### config.mk
export PLATFORM = sky130hd
export DESIGN_NAME = hazard_stall_unit
export DESIGN_NICKNAME = d
export VERILOG_FILES = /design/src/rtl/hazard_stall_unit.sv
export SDC_FILE = /design/constraint.sdc
export NUM_CORES = 1
export LEC_CHECK = 0
export ABC_AREA = 1
export BUFFER_PORTS_ARGS = -buffer_cell sky130_fd_sc_hd__buf_2
export CAP_MARGIN = 20
export CORE_UTILIZATION = 30
export DETAILED_ROUTE_END_ITERATION = 6
export PLACE_DENSITY = 0.48
export REMOVE_ABC_BUFFERS = 1
export SLEW_MARGIN = 20
export SYNTH_ARGS = -nofsm -noshare
export SYNTH_HDL_FRONTEND = slang
export SYNTH_SLANG_ARGS = --single-unit
export TNS_END_PERCENT = 30
### constraint.sdc
create_clock -name clk -period 2.5 [get_ports clk]
set_clock_uncertainty 0.05 [all_clocks]
set_input_delay 0.5 -clock clk [delete_from_list [all_inputs] [get_ports clk]]
set_output_delay 0.5 -clock clk [all_outputs]
set_load 0.05 [all_outputs]
### src/rtl/hazard_stall_unit.sv
// Pipeline hazard control: load-use stall, taken-branch flush and memory-wait freeze
// with a timeout escape and a saturating stall-cycle counter.
module hazard_stall_unit #(
  parameter int MEM_TIMEOUT = 255,
  parameter int CNT_W       = 16
) (
  input  logic             clk,
  input  logic             rst,
  input  logic [3:0]       R1_D,
  input  logic [3:0]       R2_D,
  input  logic             Use_R1_D,
  input  logic             Use_R2_D,
  input  logic [3:0]       Rd_E,
  input  logic             MemRead_E,
  input  logic             Branch_Taken_E,
  input  logic             Mem_Req_M,
  input  logic             Mem_Ready_M,
  input  logic             Clear_Count,
  output logic             Stall_F,
  output logic             Stall_D,
  output logic             Stall_E,
  output logic             Stall_M,
  output logic             Flush_D,
  output logic             Flush_E,
  output logic             Mem_Timeout,
  output logic [CNT_W-1:0] Stall_Count
);

  localparam int WCW = $clog2(MEM_TIMEOUT + 1);
  localparam logic [WCW-1:0] WAIT_MAX = WCW'(MEM_TIMEOUT);

  typedef enum logic {RUN = 1'b0, MEM_WAIT = 1'b1} state_t;

  state_t           state_q, state_d;
  logic [WCW-1:0]   wait_cnt_q, wait_cnt_d;
  logic [CNT_W-1:0] count_q, count_d;
  logic             mem_stall_s, load_use_s, hold_all_s, timeout_s;

  // R15 is the PC and never produces a load-use dependency
  assign mem_stall_s = Mem_Req_M & ~Mem_Ready_M;
  assign load_use_s  = MemRead_E & (Rd_E != 4'hF) &
                       ((Use_R1_D & (R1_D == Rd_E)) | (Use_R2_D & (R2_D == Rd_E)));

  always_comb begin
    state_d    = state_q;
    wait_cnt_d = wait_cnt_q;
    hold_all_s = 1'b0;
    timeout_s  = 1'b0;
    case (state_q)
      RUN: begin
        if (mem_stall_s) begin
          hold_all_s = 1'b1;
          state_d    = MEM_WAIT;
          wait_cnt_d = WCW'(1);
        end else begin
          state_d    = RUN;
        end
      end
      MEM_WAIT: begin
        if (Mem_Ready_M) begin
          state_d    = RUN;
          wait_cnt_d = '0;
        end else if (wait_cnt_q == WAIT_MAX) begin
          timeout_s  = 1'b1;
          state_d    = RUN;
          wait_cnt_d = '0;
        end else begin
          hold_all_s = 1'b1;
          wait_cnt_d = wait_cnt_q + WCW'(1);
        end
      end
      default: begin
        state_d    = RUN;
        wait_cnt_d = '0;
      end
    endcase
  end

  // Memory freeze dominates; a taken branch outranks load-use since the consumer is flushed anyway
  always_comb begin
    Stall_F     = 1'b0;
    Stall_D     = 1'b0;
    Stall_E     = 1'b0;
    Stall_M     = 1'b0;
    Flush_D     = 1'b0;
    Flush_E     = 1'b0;
    Mem_Timeout = 1'b0;
    if (rst) begin
      Mem_Timeout = 1'b0;
    end else if (hold_all_s) begin
      Stall_F = 1'b1;
      Stall_D = 1'b1;
      Stall_E = 1'b1;
      Stall_M = 1'b1;
    end else begin
      Mem_Timeout = timeout_s;
      if (Branch_Taken_E) begin
        Flush_D = 1'b1;
        Flush_E = 1'b1;
      end else if (load_use_s) begin
        Stall_F = 1'b1;
        Stall_D = 1'b1;
        Flush_E = 1'b1;
      end else begin
        Flush_E = 1'b0;
      end
    end
  end

  always_comb begin
    if (Clear_Count) begin
      count_d = '0;
    end else if (Stall_F && (count_q != {CNT_W{1'b1}})) begin
      count_d = count_q + CNT_W'(1);
    end else begin
      count_d = count_q;
    end
  end

  always_ff @(posedge clk or posedge rst) begin
    if (rst) begin
      state_q    <= RUN;
      wait_cnt_q <= '0;
      count_q    <= '0;
    end else begin
      state_q    <= state_d;
      wait_cnt_q <= wait_cnt_d;
      count_q    <= count_d;
    end
  end

  assign Stall_Count = count_q;

endmodule

* Yosys cells after proc, flatten, opt, wreduce, memory -nomap -nowiden
Cells that the tools add are included.
** Word-level totals
- Register bits after elaboration :: 25
- Output and inout port bits :: 23
- Logic and storage cells :: 48
- Input bits :: 21
** Cells by class
- Mux-type cells :: 27
- Bitwise gates (word level) :: 8
- Add/subtract/negate cells :: 2
- Equality and inequality tests :: 6
- Reductions and logical operators :: 2
** Operators with widths (number)
- 16-bit two-way mux :: 2
- 8-bit two-way mux :: 3
- 1-bit two-way mux :: 20
- 16-bit by 1-bit adder with 16-bit output, second input constant :: 1
- 16-bit != test, second input constant :: 1
- 8-bit case mux with 2 select lines :: 1
- 8-bit by 1-bit adder with 8-bit output, second input constant :: 1
- 4-bit == test :: 2
- 8-bit == test, second input constant :: 1
- 1-bit bitwise AND :: 5
- 4-bit != test, second input constant :: 1
- 2-bit != test, second input constant :: 1
- 1-bit NOT :: 2
- 1-bit case mux with 2 select lines :: 1
- 2-bit nonzero test :: 1
- 1-bit logical AND :: 1
- 1-bit OR :: 1

* Depth between registers and ports, before layout
Gate-level depths: netlist (run 1).
- Depth in word-level cells :: 11
- Gate-level depth with buffers :: 12
- Mapped depth without buffers :: 11

* Worst setup path before layout (run 1)
OpenSTA, ideal clock, no wires.
- Path kind :: register to output
- From :: reg wait_cnt_q[0]
- To :: out Flush_D
- Arrival :: 2.190 ns
- Cell stages (with the launch flop) :: 8
- Buffers on the path :: 0
- Slack :: -0.240 ns
- Data required time :: 1.950 ns
- Path through :: dfrtp_1 ha_1 nand3_2 nor2_2 nand3_2 nand2_4 o21ai_4 nor3b_1
** On the way
- Cells in the longest elaborated chain, start to end :: 6
** RTL lines
- from (decl) :: line 35 : logic [WCW-1:0] wait_cnt_q, wait_cnt_d;
- from (signal assigned) :: line 127 : wait_cnt_q <= wait_cnt_d;
- 8-bit == test :: line 63 : end else if (wait_cnt_q == WAIT_MAX) begin
- 1-bit two-way mux :: line 63
- 1-bit two-way mux :: line 60 : if (Mem_Ready_M) begin
- 1-bit case mux with 2 select lines :: line 49 : case (state_q)
- via hold_all_s :: line 37 : logic mem_stall_s, load_use_s, hold_all_s, timeout_s;
- 1-bit two-way mux :: line 90 : end else if (hold_all_s) begin
- 1-bit two-way mux :: line 88 : if (rst) begin
- to (decl) :: line 23 : output logic Flush_D,
The timed path passes the listed nets, and every way through them passes these cells.

* Worst setup path in the final report (run 1)
Ends and elaborated chain as after synthesis.

==> results.cfg, run 1 <==
[run_status]
status = finished, final reports clean

[drt]
wl_met1_mm = 1.98
via_count = 1653
vias_per_cell = 4.60
ant_nets = 0
drt_iter0_markers = 58
firstDrtPassIters = 4
routed.top_layer = met4
post_drt_wl_per_cell_um = 11.7
remaining_drc_errors = 0
met2_length_mm = 2.04
wl_mm = 4.20
wl_met3_um = 156

[clock_network]
clkSinkCount = 25
clk_latency_ns = 0.27
clkTransAtPathRegs_ns = 0.09
cts-htree-levels = 1
numCtsBuffers = 3
cts_tree = done
cts_root_buffer = clkbuf_8
clockBufferDepth = 2

[setup_path]
crit_top_cell = nand3_2
rrSetupSlack_ns = 0.55
startpoint_type = flip-flop
max_stage_delay_ns = 0.39
crit_slowest_cell = dfrtp_1
reg2reg_from = Stall_Count[0]
arrival_ns = 1.82
cp_max_fo = 6
cp.required_ns = 1.95
crit_chain = ha_2, nand3_2, nor2_2, nand3_2, nand2_4, o21ai_4, nor3b_1, buf_4
critPathKind = reg -> out
r2r_cells = 9
cp-end-kind = output port
reg2reg_to = Stall_Count[6]

[global_routing]
grt_pass1_wl_mm = 7.20
antenna_found_initial = 0
grt_max_degree = 32
grt_pass1_vias = 1545
overflow = 0
gr-usage-all-layers = 0.144

[logic_synthesis]
ys_warn_count = 0
ys_ff_latch = 25
async_reset_ff_frac = 1.00
ys_seq_area_frac = 0.348
ys.flop_type = dfrtp_1
syn_inst = 244
syn_area_um2 = 1800
synth.distinct_cells = 31
syn_avg_cell_area_um2 = 7.36
synth_edf_count = 0

[sta]
fin_crit_sh = 0.946
slew_viol_final = 0
clock.fmax_mhz = 423
setup_viol = 0
rsz0062_at_grt = true
final-hold-violation-count = 0
slew_headroom = 0.772
worst_slew_pin_slew_ns = 0.341
min_period_ns = 2.37

[place]
gp_congestion = 0.782
portBuffers = 43
hpwlAfterDp_mm = 3.11

[pwr]
finalPower_mw = 0.858
p_leak_nw = 1.20
power_per_cell_area_nw_per_um2 = 403
vdd_drop_max_uv = 366

[floorplanning]
core_area_um2 = 5640
design.die.area_um2 = 6300
die_height_um = 79.4
start_util = 0.318
io_pins = 44
fp.dieW_um = 79.4
rows = 27

[finish]
final_common_cell = nand2_1
nNetsFinal = 311
area_growth_pct = 18.7
fin_util = 0.378
num_antenna_cells = 0
drive_gt1_frac = 0.237
final_cell_mix = 52 x nand2_1, 41 x buf_2, 32 x inv_1, 31 x nand3_1, 25 x dfrtp_1

[flow_run]
drv_cap = 0

[hold_path]
hp-class = in -> async
==> state kept, by name, summed over array words and instances, names as in the netlist <==
register and cells:
state_q 1, wait_cnt_q 8, Stall_Count 16
==> layer usage <==
layer | global-route usage | vias to the layer above
li1 | - | 873
met2 | 0.251 | 28
met3 | 0.0287 | 2
met5 | 0 | -
met1 | 0.188 | 750
met4 | 0.0164 | 0
==> cells by family (layout without fill, tap and decap cells) <==
kind of cell,Yosys count,in the layout,share of synthesized area
XOR/XNOR,18,18,0.0878
buffers and inverters,45,88,0.109
adder cells (fa/ha/maj),2,2,0.0139
flip-flops,25,25,0.348
AO/OA/AOI/OAI,16,16,0.0565
AND/OR/NAND/NOR,138,138,0.385
==> stage by stage <==
stage	hold slack (ns)	setup WS (ns)	cell area [um^2]	TNS (ns)	cells
5_1_grt	0.389	-0.0475	2130	-0.0475	359
6_report	0.359	0.134	2130	0	359
3_3_place_gp	0.461	0.411	2070	0	354
3_5_place_dp	0.466	0.371	2070	0	354
2_1_floorplan	0.430	-0.240	1740	-0.410	236
4_1_cts	0.371	0.0545	2120	0	358
==> worst max path at each step <==
stage,to,depth (start not counted),startpoint
CTS,Flush_D,8,wait_cnt_q[0]
finish,Flush_D,8,wait_cnt_q[0]
global route,Flush_D,8,wait_cnt_q[0]
global placement,Stall_D,7,Mem_Ready_M
floorplan,Flush_D,7,wait_cnt_q[0]
detailed placement,Flush_D,8,wait_cnt_q[0]
==> power by group <==
| part | leakage [nW] | switching (mW) | total, mW | internal (mW) |
|---|---|---|---|---|
| clock network | 0.0217 | 0.138 | 0.251 | 0.113 |
| registers | 0.345 | 0.0127 | 0.429 | 0.416 |
| logic | 0.837 | 0.119 | 0.178 | 0.0589 |
| total | 1.20 | 0.270 | 0.858 | 0.588 |
==> area by class of cell <==
| type | instances | area (um^2) |
|---|---|---|
| Clock buffer | 3 | 41.3 |
| Clock inverter | 1 | 7.51 |
| Fill cell | 601 | 3510 |
| Inverter | 37 | 139 |
| Multi-Input combinational cell | 174 | 977 |
| Sequential cell | 25 | 626 |
| Tap cell | 72 | 90.1 |
| Timing Repair Buffer | 47 | 250 |
==> Yosys cell counts, types with 2 or more instances <==
cell type,count,area [um^2]
buf_2,3,15.0
nor2_2,3,18.8
nand3_1,31,155
o21ai_1,2,10.0
dfrtp_1,25,626
buf_4,3,22.5
nor2_1,23,86.3
xor2_1,15,131
nor3_1,3,15.0
xnor2_1,3,26.3
inv_2,4,15.0
nand2_1,52,195
a21oi_1,2,10.0
inv_1,32,120
o21ai_0,7,35.0
nand3_2,3,30.0
nand4_1,16,100
nand2_4,3,33.8
ha_1,2,25.0
==> what timing repair did <==
action | CTS | global route
setup endpoints to repair | 0 | 2
hold endpoints to repair | 0 | 0
hold buffers | 0 | 0
gates resized for setup | 0 | 5
setup buffers | 0 | 1
==> worst max-delay path, delay by kind of cell (launching register included) <==
family                     cells  cell delay [ns]
AOI/OAI and AO/OA              1             0.08
DFF                            1             0.39
and+or+nand+nor                5             0.62
adders and majority gates      1             0.21
buffers and inverters          1             0.23
(Power assumes the default switching activity.)
==> inputs of run 2 (changes only) <==
- ABC_AREA: 1 -> not set
==> run 2 against run 1 <==
Effect of this change:
- routed wire length grew 7.0%
- via count grew 2.0%
- first-iteration DRC count increased by 12%
- critical endpoint is now Flush_E
- largest power group unchanged
- highest routed layer unchanged
==> results.cfg, run 2 <==
[pwr]
vdd_drop_max_uv = 199
finalPower_mw = 0.862
p_leak_nw = 1.07
power_per_cell_area_nw_per_um2 = 382

[floorplanning]
start_util = 0.315
io_pins = 44
design.die.area_um2 = 6160
die_height_um = 78.5
fp.dieW_um = 78.5
core_area_um2 = 5570
rows = 27

[place]
hpwlAfterDp_mm = 3.33
dp_slack_ns = 0.110
portBuffers = 43
gp_congestion = 0.799
placedCellCount = 326

[logic_synthesis]
yosys-top-cells-area = dfrtp_1 36%, nor2_1 4.7%, nor2b_1 4.6%
synth.top_cells.by_count = 25 x dfrtp_1, 22 x nor2_1, 14 x nand2_1, 14 x o21ai_0, 13 x nor2b_1
synth_edf_count = 0
syn_avg_cell_area_um2 = 8.73
syn_inst = 201
yosysTopAreaCell = dfrtp_1
ys_seq_area_frac = 0.357
synth.distinct_cells = 41
async_reset_ff_frac = 1.00
ys.flop_type = dfrtp_1
synth.top_cell.area_share = 0.357
ys_ff_latch = 25
ys_warn_count = 0
post-synth-top-count-cell = dfrtp_1
syn_area_um2 = 1750

[drt]
ant_nets = 0
firstDrtPassIters = 4
post_drt_wl_per_cell_um = 13.5
drt_iter0_markers = 65
wl_mm = 4.49
remaining_drc_errors = 0
via_count = 1686
vias_per_cell = 5.08

[global_routing]
overflow = 0
grt_pass1_wl_mm = 7.43
gr-usage-all-layers = 0.152
grt_pass1_vias = 1547
antenna_found_initial = 0
grt_max_degree = 27

[setup_path]
cp_top_family = compound AO/OA/AOI/OAI gates
r2r_cells = 6
crit_top_cell = o21ai_2
critPathKind = reg -> out
startpoint_type = flip-flop
cp-end-kind = output port
crit_slowest_cell = dfrtp_1
cp_max_fo = 4
crit_chain = ha_2, and3_1, nand3_1, o21ai_2, o21ai_2, a211oi_2, buf_6
worst-path-buf-inv = 1
rrSetupSlack_ns = 0.22
max_stage_delay_ns = 0.39
arrival_ns = 1.85
cp.required_ns = 1.95
cp.depth = 7

[clock_network]
ctsHoldBuffers = 0
clkTransAtPathRegs_ns = 0.10
clockBufferDepth = 2
cts_tree = done
clkSinkCount = 25
numCtsBuffers = 3
cts-htree-levels = 1
cts_root_buffer = clkbuf_8
clk_latency_ns = 0.28

[finish]
num_antenna_cells = 0
drive_gt1_frac = 0.312
nNetsFinal = 284
final_cell_mix = 36 x buf_2, 25 x dfrtp_1, 22 x nor2_1, 20 x buf_4, 14 x nand2_1
fin_util = 0.405
num-fill-cells = 593
final_common_cell = buf_2
largest_reg_flops = 16
fin_cells = 332
area_growth_pct = 28.8

[hold_path]
hp-class = in -> async

[run_status]
status = finished, final reports clean

[sta]
setup_viol = 0
fin_hold_ws_ns = 0.271
fin_crit_sh = 0.960
slew_headroom = 0.649
slew_viol_final = 0
rsz0062_at_grt = true
min_period_ns = 2.40
fin_ws_ns = 0.100
clock.fmax_mhz = 417
final-hold-violation-count = 0
worst_slew_pin_slew_ns = 0.525

[flow_run]
drv_cap = 0
run 2: changes by cell type in the layout (fill, tap and decap cells not counted), moves of 9 or more:
cell	previous run	this run
nand4_1	16	7
buf_4	6	20
nor2b_1	0	13
nand2_1	52	14
nand3_1	31	10
inv_1	32	10
run 2: through the flow:
stage / setup TNS [ns] / instance area, um^2
after floorplan: -9.17 / 1730
after global placement: 0 / 2140
after detailed placement: 0 / 2140
after CTS: -0.102 / 2220
after global routing: -0.0204 / 2260
final: 0 / 2260
run 2: cell type report:
cell class / count / area (um^2) / share of cell area
clock buffers: 3 / 41.3 / 0.0183
multi-input cells: 162 / 1100 / 0.488
inverters: 10 / 37.5 / 0.0166
flip-flops and latches: 25 / 626 / 0.277
repair buffers: 59 / 357 / 0.158
clock inverters: 1 / 5.00 / 0.00221
well taps: 72 / 90.1 / 0.0399
run 2: power by group:
part / leakage, nW / switching, mW / total [mW] / internal, mW
sequential: 0.345 / 0.0116 / 0.427 / 0.415
clock: 0.0255 / 0.147 / 0.259 / 0.112
combinational: 0.699 / 0.110 / 0.177 / 0.0670
total: 1.07 / 0.268 / 0.862 / 0.594
run 2: repair_timing:
action                                  CTS  global route
gates resized for setup                   8            10
endpoints found under the setup margin    6             7
pin swaps                                 2             2
setup buffers                             1             1
run 2: layer usage:
layer,GRT usage,up-vias,part of all wire
li1,-,849,-
met3,0.0291,4,0.031
met2,0.236,28,0.46
met5,0,-,0
met1,0.215,805,0.50
met4,0.0389,0,0.0056
run 2: logic make-up (layout without fill, tap and decap cells):
kind of cell               count (synthesis)  after routing  synth area share
DFF                                       25             25             0.357
adders and majority gates                  2              2            0.0143
xor gates and xnor gates                   9              9            0.0449
and+or+nand+nor                           96             96             0.317
muxes                                     11             11            0.0706
buffers and inverters                     14             73            0.0342
AOI/OAI and AO/OA                         44             44             0.163
run 2: worst paths after layout:
check	startpoint	to
worst max register to register	Stall_Count[12]	Stall_Count[13]
max in group asynchronous	rst	Stall_Count[2]
min in group clk	wait_cnt_q[7]	wait_cnt_q[7]
worst min register to register	wait_cnt_q[7]	wait_cnt_q[7]
worst max-delay path	wait_cnt_q[1]	Flush_E
worst min-delay path	rst	state_q
==> inputs of run 3 (changes only) <==
- CORE_ASPECT_RATIO: not set -> 1.75
==> run 3 against run 2 <==
Effect of this change:
- routed wire length up 11%
- worst setup slack worse by 0.034 ns
- global-route usage grew 2.8 points
- non-clock buffer count is 4 higher
- fmax is 1.4% lower
- critical endpoint unchanged
- largest cell class unchanged
- largest power group unchanged
==> results.cfg, run 3 (synthesized netlist as in run 2, its figures left out) <==
[run_status]
status = finished, final reports clean

[place]
hpwlAfterDp_mm = 3.86
dp_slack_ns = 0.0861
gp_congestion = 0.715
portBuffers = 43

[setup_path]
cp.required_ns = 1.95
cp_max_fo = 3
arrival_ns = 1.88
startpoint_type = flip-flop
critPathKind = reg -> out
critPathLaunch = wait_cnt_q[1]
r2r_cells = 10
reg2reg_to = Stall_Count[6]
cp-end-kind = output port
rrSetupSlack_ns = 0.17
reg2reg_from = wait_cnt_q[1]

[finish]
drive_gt1_frac = 0.333
num_antenna_cells = 0
area_growth_pct = 34.0
nNetsFinal = 288
largest_reg_flops = 16
final_cell_mix = 36 x buf_2, 25 x dfrtp_1, 22 x nor2_1, 18 x buf_4
final_common_cell = buf_2

[drt]
remaining_drc_errors = 0
vias_per_cell = 5.09
firstDrtPassIters = 4
wl_mm = 4.97
via_count = 1731
ant_nets = 0
post_drt_wl_per_cell_um = 14.6
drt_iter0_markers = 34

[sta]
slew_viol_final = 0
rsz0062_at_grt = true
min_period_ns = 2.43
fin_crit_sh = 0.974
worst_slew_pin_slew_ns = 0.550
fin_ws_ns = 0.0660
clock.fmax_mhz = 411
setup_viol = 0
slew_headroom = 0.632
final-hold-violation-count = 0
fin_hold_ws_ns = 0.0952

[clock_network]
cts_root_buffer = clkbuf_8
cts-htree-levels = 1
clk_latency_ns = 0.28
cts_tree = done
ctsHoldBuffers = 0
clockBufferDepth = 2
numCtsBuffers = 3
clkSinkCount = 25
clkTransAtPathRegs_ns = 0.10

[floorplanning]
fp.dieW_um = 59.8
die_height_um = 103
design.die.area_um2 = 6170
io_pins = 44
rows = 36
start_util = 0.314
core_area_um2 = 5590

[global_routing]
gr-usage-all-layers = 0.180
grt_pass1_wl_mm = 8.35
grt_pass1_vias = 1801
grt_max_degree = 27
antenna_found_initial = 0
overflow = 0

[pwr]
vdd_drop_max_uv = 229
p_leak_nw = 1.08
power_per_cell_area_nw_per_um2 = 375

[flow_run]
drv_cap = 0

[hold_path]
hp-class = in -> async
## run 3: metrics by stage
step / total power, mW / utilization / instance area, um^2 / instances / TNS [ns]
2_1_floorplan: 0.528 / - / 1730 / 197 / -9.17
3_3_place_gp: 0.603 / 0.390 / 2180 / 334 / 0
3_5_place_dp: 0.603 / 0.390 / 2180 / 334 / 0
4_1_cts: 0.873 / 0.404 / 2260 / 338 / -0.0452
5_1_grt: 0.930 / 0.421 / 2350 / 340 / -0.0390
6_report: 0.882 / 0.421 / 2350 / 340 / 0
## run 3: critical path, cell delays in order, from the launching register on
cell      delay [ns]
dfrtp_1         0.39
ha_2            0.20
and3_1          0.19
nand3_1         0.13
o21ai_2         0.18
o21ai_2         0.11
a211oi_2        0.20
buf_6           0.19
## run 3: worst max path at each step
stage	endpoint	slack, ns	depth (start not counted)
CTS	Stall_M	-0.01	8
global route	Flush_E	-0.04	7
global placement	Flush_E	0.1	7
finish	Flush_E	0.07	7
detailed placement	Flush_E	0.09	6
floorplan	Stall_D	-0.91	6
## run 3: final cells by class
cell class	count	area, um^2
clock buffers	3	41.3
clock inverters	1	7.51
fillers	614	3230
inverters	10	37.5
multi-input cells	162	1110
flip-flops and latches	25	626
well taps	76	95.1
repair buffers	63	429
## run 3: per-layer routing
layer  up-vias  track usage  wire length [um]
met3         7       0.0188               108
met2        33        0.377              2970
met5         -            0                 0
met1       838        0.168              1800
li1        853            -                 -
met4         0       0.0590                92
## run 3: repair_timing
item                                    4_1_cts  5_1_grt
pin swaps                                     2        2
cloned                                        0        0
hold endpoints to repair                      0        0
buffers inserted                              0        3
gates resized for setup                      11       18
endpoints found under the setup margin        6        6
## run 3: power breakdown
part           switching (mW)  internal [mW]  leakage (nW)  total [mW]
Sequential             0.0139          0.415         0.345       0.429
Combinational           0.114         0.0776         0.717       0.192
Clock                   0.147          0.114        0.0217       0.261
